===== config.mk =====
export PLATFORM = sky130hd
export DESIGN_NAME = pulse_meter
export DESIGN_NICKNAME = d
export VERILOG_FILES = /design/src/rtl/pulse_meter_pkg.sv /design/src/rtl/pulse_meter_cond.sv /design/src/rtl/pulse_meter.sv
export SDC_FILE = /design/constraint.sdc
export NUM_CORES = 1
export LEC_CHECK = 0
export CAP_MARGIN = 20
export CORE_MARGIN = 2
export CORE_UTILIZATION = 30
export DETAILED_ROUTE_END_ITERATION = 7
export PLACE_DENSITY = 0.59
export RECOVER_POWER = 25
export SKIP_LAST_GASP = 1
export SLEW_MARGIN = 20
export SYNTH_ARGS = -nofsm -noshare
export SYNTH_HDL_FRONTEND = slang
export SYNTH_SLANG_ARGS = --single-unit

===== constraint.sdc =====
create_clock -name clk -period 2.5 [get_ports clk]
set_clock_uncertainty 0.15 [all_clocks]
set_input_delay 0.5 -clock clk [delete_from_list [all_inputs] [get_ports clk]]
set_output_delay 0.5 -clock clk [all_outputs]
set_load 0.005 [all_outputs]

===== src/rtl/pulse_meter_pkg.sv =====
// Shared constants for the pulse meter: FSM state encoding and default widths.
package pulse_meter_pkg;

  localparam int CNT_W_DEF    = 16;
  localparam int FILT_LEN_DEF = 4;

  localparam logic [1:0] ST_IDLE      = 2'd0;
  localparam logic [1:0] ST_WAIT_RISE = 2'd1;
  localparam logic [1:0] ST_MEAS_HI   = 2'd2;
  localparam logic [1:0] ST_MEAS_LO   = 2'd3;

endpackage


===== src/rtl/pulse_meter_cond.sv =====
// sig_conditioner: 2-FF synchroniser, registered level, rise/fall detect.
// Define MEAS_FILTER_EN to add a FILT_LEN-cycle stability filter in place of the level register.
module sig_conditioner
  import pulse_meter_pkg::*;
#(
  parameter int FILT_LEN = FILT_LEN_DEF
) (
  input  logic clk,
  input  logic rst,
  input  logic sig_in,
  output logic lvl,
  output logic rise,
  output logic fall
);

  if (FILT_LEN < 1) begin : g_bad_filt_len
    $error("sig_conditioner: FILT_LEN must be at least 1");
  end

  logic sync1_q, sync1_d;
  logic sync2_q, sync2_d;
  logic lvl_q, lvl_d;
  logic lvl_dly_q, lvl_dly_d;

`ifdef MEAS_FILTER_EN
  localparam int RUN_W = $clog2(FILT_LEN + 1);
  logic [RUN_W-1:0] run_q, run_d;
`endif

  // NOTE: every variable gets a default before any branch, so no latch is inferred.
  always_comb begin
    sync1_d   = sig_in;
    sync2_d   = sync1_q;
    lvl_dly_d = lvl_q;
`ifdef MEAS_FILTER_EN
    lvl_d = lvl_q;
    run_d = '0;
    // Flip only after FILT_LEN consecutive disagreeing samples; any agreement restarts the run.
    if (sync2_q != lvl_q) begin
      if (run_q == RUN_W'(FILT_LEN - 1)) begin
        lvl_d = sync2_q;
      end else begin
        run_d = run_q + 1'b1;
      end
    end
`else
    lvl_d = sync2_q;
`endif
  end

  // NOTE: the reset is synchronous and active-high; it is just the highest-priority branch.
  always_ff @(posedge clk) begin
    if (rst) begin
      sync1_q   <= 1'b0;
      sync2_q   <= 1'b0;
      lvl_q     <= 1'b0;
      lvl_dly_q <= 1'b0;
    end else begin
      // NOTE: non-blocking so every flop samples pre-edge values of its neighbours.
      sync1_q   <= sync1_d;
      sync2_q   <= sync2_d;
      lvl_q     <= lvl_d;
      lvl_dly_q <= lvl_dly_d;
    end
  end

`ifdef MEAS_FILTER_EN
  always_ff @(posedge clk) begin
    if (rst) begin
      run_q <= '0;
    end else begin
      run_q <= run_d;
    end
  end
`endif

  assign lvl  = lvl_q;
  assign rise = lvl_q & ~lvl_dly_q;
  assign fall = ~lvl_q & lvl_dly_q;

endmodule


===== src/rtl/pulse_meter.sv =====
// pulse_meter: measures high time, low time and period of an asynchronous periodic input.
// Optional glitch filter in the conditioner is enabled by defining MEAS_FILTER_EN.
module pulse_meter
  import pulse_meter_pkg::*;
#(
  parameter int CNT_W    = CNT_W_DEF,
  parameter int FILT_LEN = FILT_LEN_DEF
) (
  input  logic             clk,
  input  logic             rst,
  input  logic             sig_in,
  output logic             level,
  output logic [CNT_W-1:0] high_time,
  output logic [CNT_W-1:0] low_time,
  output logic [CNT_W:0]   period,
  output logic             meas_valid,
  output logic             timeout
);

  localparam logic [CNT_W-1:0] CNT_MAX = '1;

  logic lvl, rise, fall;

  logic [1:0]       state_q, state_d;
  logic [CNT_W-1:0] cnt_q, cnt_d;
  logic [CNT_W-1:0] hi_lat_q, hi_lat_d;
  logic [CNT_W-1:0] high_q, high_d;
  logic [CNT_W-1:0] low_q, low_d;
  logic [CNT_W:0]   period_q, period_d;
  logic             valid_q, valid_d;
  logic             timeout_q, timeout_d;

  sig_conditioner #(
    .FILT_LEN (FILT_LEN)
  ) u_cond (
    .clk    (clk),
    .rst    (rst),
    .sig_in (sig_in),
    .lvl    (lvl),
    .rise   (rise),
    .fall   (fall)
  );

  always_comb begin
    state_d   = state_q;
    cnt_d     = cnt_q;
    hi_lat_d  = hi_lat_q;
    high_d    = high_q;
    low_d     = low_q;
    period_d  = period_q;
    valid_d   = 1'b0;
    timeout_d = 1'b0;
    // IDLE waits for a fall so a phase already running at arm time is never measured.
    case (state_q)
      ST_IDLE: begin
        if (fall) state_d = ST_WAIT_RISE;
      end
      ST_WAIT_RISE: begin
        if (rise) begin
          state_d = ST_MEAS_HI;
          cnt_d   = CNT_W'(1);
        end
      end
      ST_MEAS_HI: begin
        if (fall) begin
          hi_lat_d = cnt_q;
          cnt_d    = CNT_W'(1);
          state_d  = ST_MEAS_LO;
        end else if (cnt_q == CNT_MAX) begin
          timeout_d = 1'b1;
          cnt_d     = '0;
          state_d   = ST_IDLE;
        end else begin
          cnt_d = cnt_q + 1'b1;
        end
      end
      ST_MEAS_LO: begin
        if (rise) begin
          high_d   = hi_lat_q;
          low_d    = cnt_q;
          period_d = {1'b0, hi_lat_q} + {1'b0, cnt_q};
          valid_d  = 1'b1;
          cnt_d    = CNT_W'(1);
          state_d  = ST_MEAS_HI;
        end else if (cnt_q == CNT_MAX) begin
          timeout_d = 1'b1;
          cnt_d     = '0;
          state_d   = ST_IDLE;
        end else begin
          cnt_d = cnt_q + 1'b1;
        end
      end
      default: state_d = ST_IDLE;
    endcase
  end

  always_ff @(posedge clk) begin
    if (rst) begin
      state_q   <= ST_IDLE;
      cnt_q     <= '0;
      hi_lat_q  <= '0;
      high_q    <= '0;
      low_q     <= '0;
      period_q  <= '0;
      valid_q   <= 1'b0;
      timeout_q <= 1'b0;
    end else begin
      state_q   <= state_d;
      cnt_q     <= cnt_d;
      hi_lat_q  <= hi_lat_d;
      high_q    <= high_d;
      low_q     <= low_d;
      period_q  <= period_d;
      valid_q   <= valid_d;
      timeout_q <= timeout_d;
    end
  end

  assign level      = lvl;
  assign high_time  = high_q;
  assign low_time   = low_q;
  assign period     = period_q;
  assign meas_valid = valid_q;
  assign timeout    = timeout_q;

endmodule


==> results of run 1 <==
-- synth_stat cells (2+ instances only) --
master    instances
and4_1            2
nor2_1           22
nor2b_1           7
nand3_1           9
or3_1             2
nor3_1            3
dfxtp_1          89
buf_2             4
and2_1            4
xnor2_1           9
nand4_1           3
clkbuf_1         21
a21oi_1          82
inv_1             8
o21ai_1           7
o21ai_0          32
a211oi_1          5
nand2_1         138
xor2_1            4
ha_1             18
a31oi_1           8
o31ai_1           4
a21o_1            2
o211ai_1          2
and3_1            3
nor3b_4           2
nand2b_1          2
-- logic make-up after synthesis --
group                    Yosys count  synth area share
AND/OR/NAND/NOR                  202             0.223
AO/OA/AOI/OAI                    153             0.213
flip-flops                        89             0.437
buffers and inverters             36            0.0371
adder cells (fa/ha/maj)           19            0.0602
XOR/XNOR                          13            0.0279
multiplexers                       1           0.00246
-- final cells by class --
class                   count  area (µm²)  area share
clock buffers              14         274      0.0528
clock inverters             2        35.0     0.00676
inverters                   8        30.0     0.00579
multi-input cells         388        2150       0.415
flip-flops and latches     89        1780       0.344
well taps                 176         220      0.0425
repair buffers             75         692       0.133
-- worst register-to-register path, stage by stage (launching register included) --
cell	delay, ps
dfxtp_1	320
ha_1	380
a21oi_1	320
o211ai_1	220
a21boi_0	360
a31oi_1	160
xnor2_1	170
a21oi_1	80
-- worst paths after layout --
check,end,slack [ps],cells past startpoint
max,period[13],220,7
min,u_cond.lvl,290,1
max reg2reg,period[13],220,7
min reg2reg,u_cond.lvl,290,1
-- what timing repair did --
item                                    CTS  global route
pin swaps                                 0             2
setup buffers                             0             1
endpoints found under the setup margin    1             5
resized for setup                         1             3
endpoints found under the hold margin     0             0
-- routing by layer --
| layer | share of wire | GRT usage | vias to the layer above |
|---|---|---|---|
| met5 | 0 | 0 | - |
| met4 | 0.0089 | 0.0472 | 0 |
| met3 | 0.046 | 0.0410 | 10 |
| met2 | 0.45 | 0.238 | 68 |
| met1 | 0.49 | 0.205 | 1671 |
| li1 | - | - | 1880 |
-- flip-flops by register name (all words and copies together), names as in the netlist --
name / count
low_time: 16
hi_lat_q: 16
u_cond.lvl_dly_q: 1
u_cond.lvl: 1
high_time: 16
timeout: 1
period: 17
cnt_q: 16
state_q: 2
u_cond.lvl_d: 1
u_cond.sync1_q: 1
meas_valid: 1
-- through the flow --
step                      hold WS [ps]  setup slack, ps  utilization  instances  area [µm²]
after floorplan                    264              239            -        513        4080
after global placement             271             61.8        0.367        735        4860
after detailed placement           276             7.74        0.367        735        4860
after CTS                          297             50.9        0.391        751        5170
after global routing               308             1.81        0.392        752        5180
final                              290              217        0.392        752        5180
-- power groups by stage --
| stage | Sequential (µW) | Combinational (µW) | Clock [µW] |
|---|---|---|---|
| after floorplan | 1450 | 24.2 | 0 |
| after global placement | 1450 | 37.6 | 0 |
| after detailed placement | 1450 | 38.1 | 0 |
| after CTS | 1420 | 38.2 | 1440 |
| after global routing | 1420 | 41.3 | 1500 |
| final | 1420 | 37.6 | 1400 |
==> flow_summary.toml, run 1 <==
[power_and_ir_drop]
power.leakage_uw = 0.00192
power.density_mw_per_mm2 = 551
finalPower_uw = 2860
p_int_uw = 2290
vdd_drop_max_uv = 255
p_sw_frac = 0.200
pwr-share-clk = 0.489
share_seq_of_total_power = 0.498
p_switching_uw = 571
pwr-share-comb = 0.013

[place]
place_congestion = 0.879
dpl.hpwl_mm = 7.61
io_buffers = 54

[floorplan]
die_x_um = 121
start_util = 0.308
die_height_um = 121
core_mm2 = 0.0132
num_io_pins = 55
rows = 42
die_area_mm2 = 0.0145

[clock_tree]
cts.path.max_buffers = 2
cts_buffers = 9
htreeDepth = 3
path_clk_slew_ps = 60
clockRootBuffer = "clkbuf_16"
hold_buffers = 0
numClockSinks = 89
cts_tree = "yes"
clock_latency_ps = 340

[worst_hold_path]
hold_path.class = "flip-flop to flip-flop"
min_from = "u_cond.lvl_d"

[critical_path]
start_kind = "flip-flop"
worstPathCellList = "ha_1 > a21oi_1 > o211ai_1 > a21boi_0 > a31oi_1 > xnor2_1 > a21oi_1"
cp_max_fo = 6
cp-startpoint = "cnt_q[6]"
cp_slowest_stage_delay_ps = 380
path_buf_inv = 0
worstPathArrival_ps = 2350
crit_family = "compound AO/OA/AOI/OAI gates"
cp_common_cell = "a21oi_1"
worstSetupEndpointType = "flip-flop"
regToRegStartpoint = "cnt_q[6]"
crit_required_ps = 2570
slowest_stage = "ha_1"
crit_type = "flip-flop to flip-flop"

[grt]
grt_usage = 0.152
grt_pass1_wl_mm = 17.6
grt_max_degree = 43
antenna_found_initial = 0
grt_pass1_vias = 3533
grt_overflow = 0

[drt]
vias = 3629
drt_iter0_drc = 231
wire_per_inst_um = 13.8
ant_nets = 0
vias_per_cell = 4.83
drcViolationCount = 0
wl_mm = 10.4
drtPass1Iterations = 4

[timing]
hold_violations = 0
slew_violations = 0
tightest_slew_ps = 849
setup_viol = 0
fmax_ghz = 0.438
rsz0062_at_grt = "no"
finalCritPeriodShare = 0.913
slew_headroom = 0.434
tns_ps = 0
period_minus_slack_ps = 2280

[synthesis]
synth_area_leaders = "dfxtp_1 (44%), nand2_1 (13%), a21oi_1 (10%)"
yosysTopAreaCell = "dfxtp_1"
ys_seq_area_frac = 0.437
synth_edf_count = 0
ys.flop_type = "dfxtp_1"
synth.distinct_cells = 48
yosysWarnings = 0
ys_ff_latch = 89
synthArstFlopShare = 0
synth_fp_nets = 535
syn_inst = 513
yosys.area.top_type_share = 0.437
synth.avg_cell_area_um2 = 7.95
synth_area_mm2 = 0.00408

[layout]
drive_gt1_frac = 0.0764
num_antenna_cells = 0
area_delta_synth_final_pct = 27.2
final_common_cell = "nand2_1"
mostFrequentLayoutCells = "nand2_1 (138), dfxtp_1 (89), a21oi_1 (81)"
fillers = 1393
layout.nets = 593

[status]
status = "completed"

[flow_run]
maxCapViolCount = 0
(Power assumes the default switching activity.)
==> inputs of run 2 (changes only) <==
--- a/config.mk
+++ b/config.mk
@@ -12,7 +12,7 @@
 export PLACE_DENSITY = 0.59
 export RECOVER_POWER = 25
 export SKIP_LAST_GASP = 1
-export SLEW_MARGIN = 20
+export SLEW_MARGIN = 15
 export SYNTH_ARGS = -nofsm -noshare
 export SYNTH_HDL_FRONTEND = slang
 export SYNTH_SLANG_ARGS = --single-unit
==> results of run 2 <==
Final layout, timing and power as in run 1 (identical DEF).
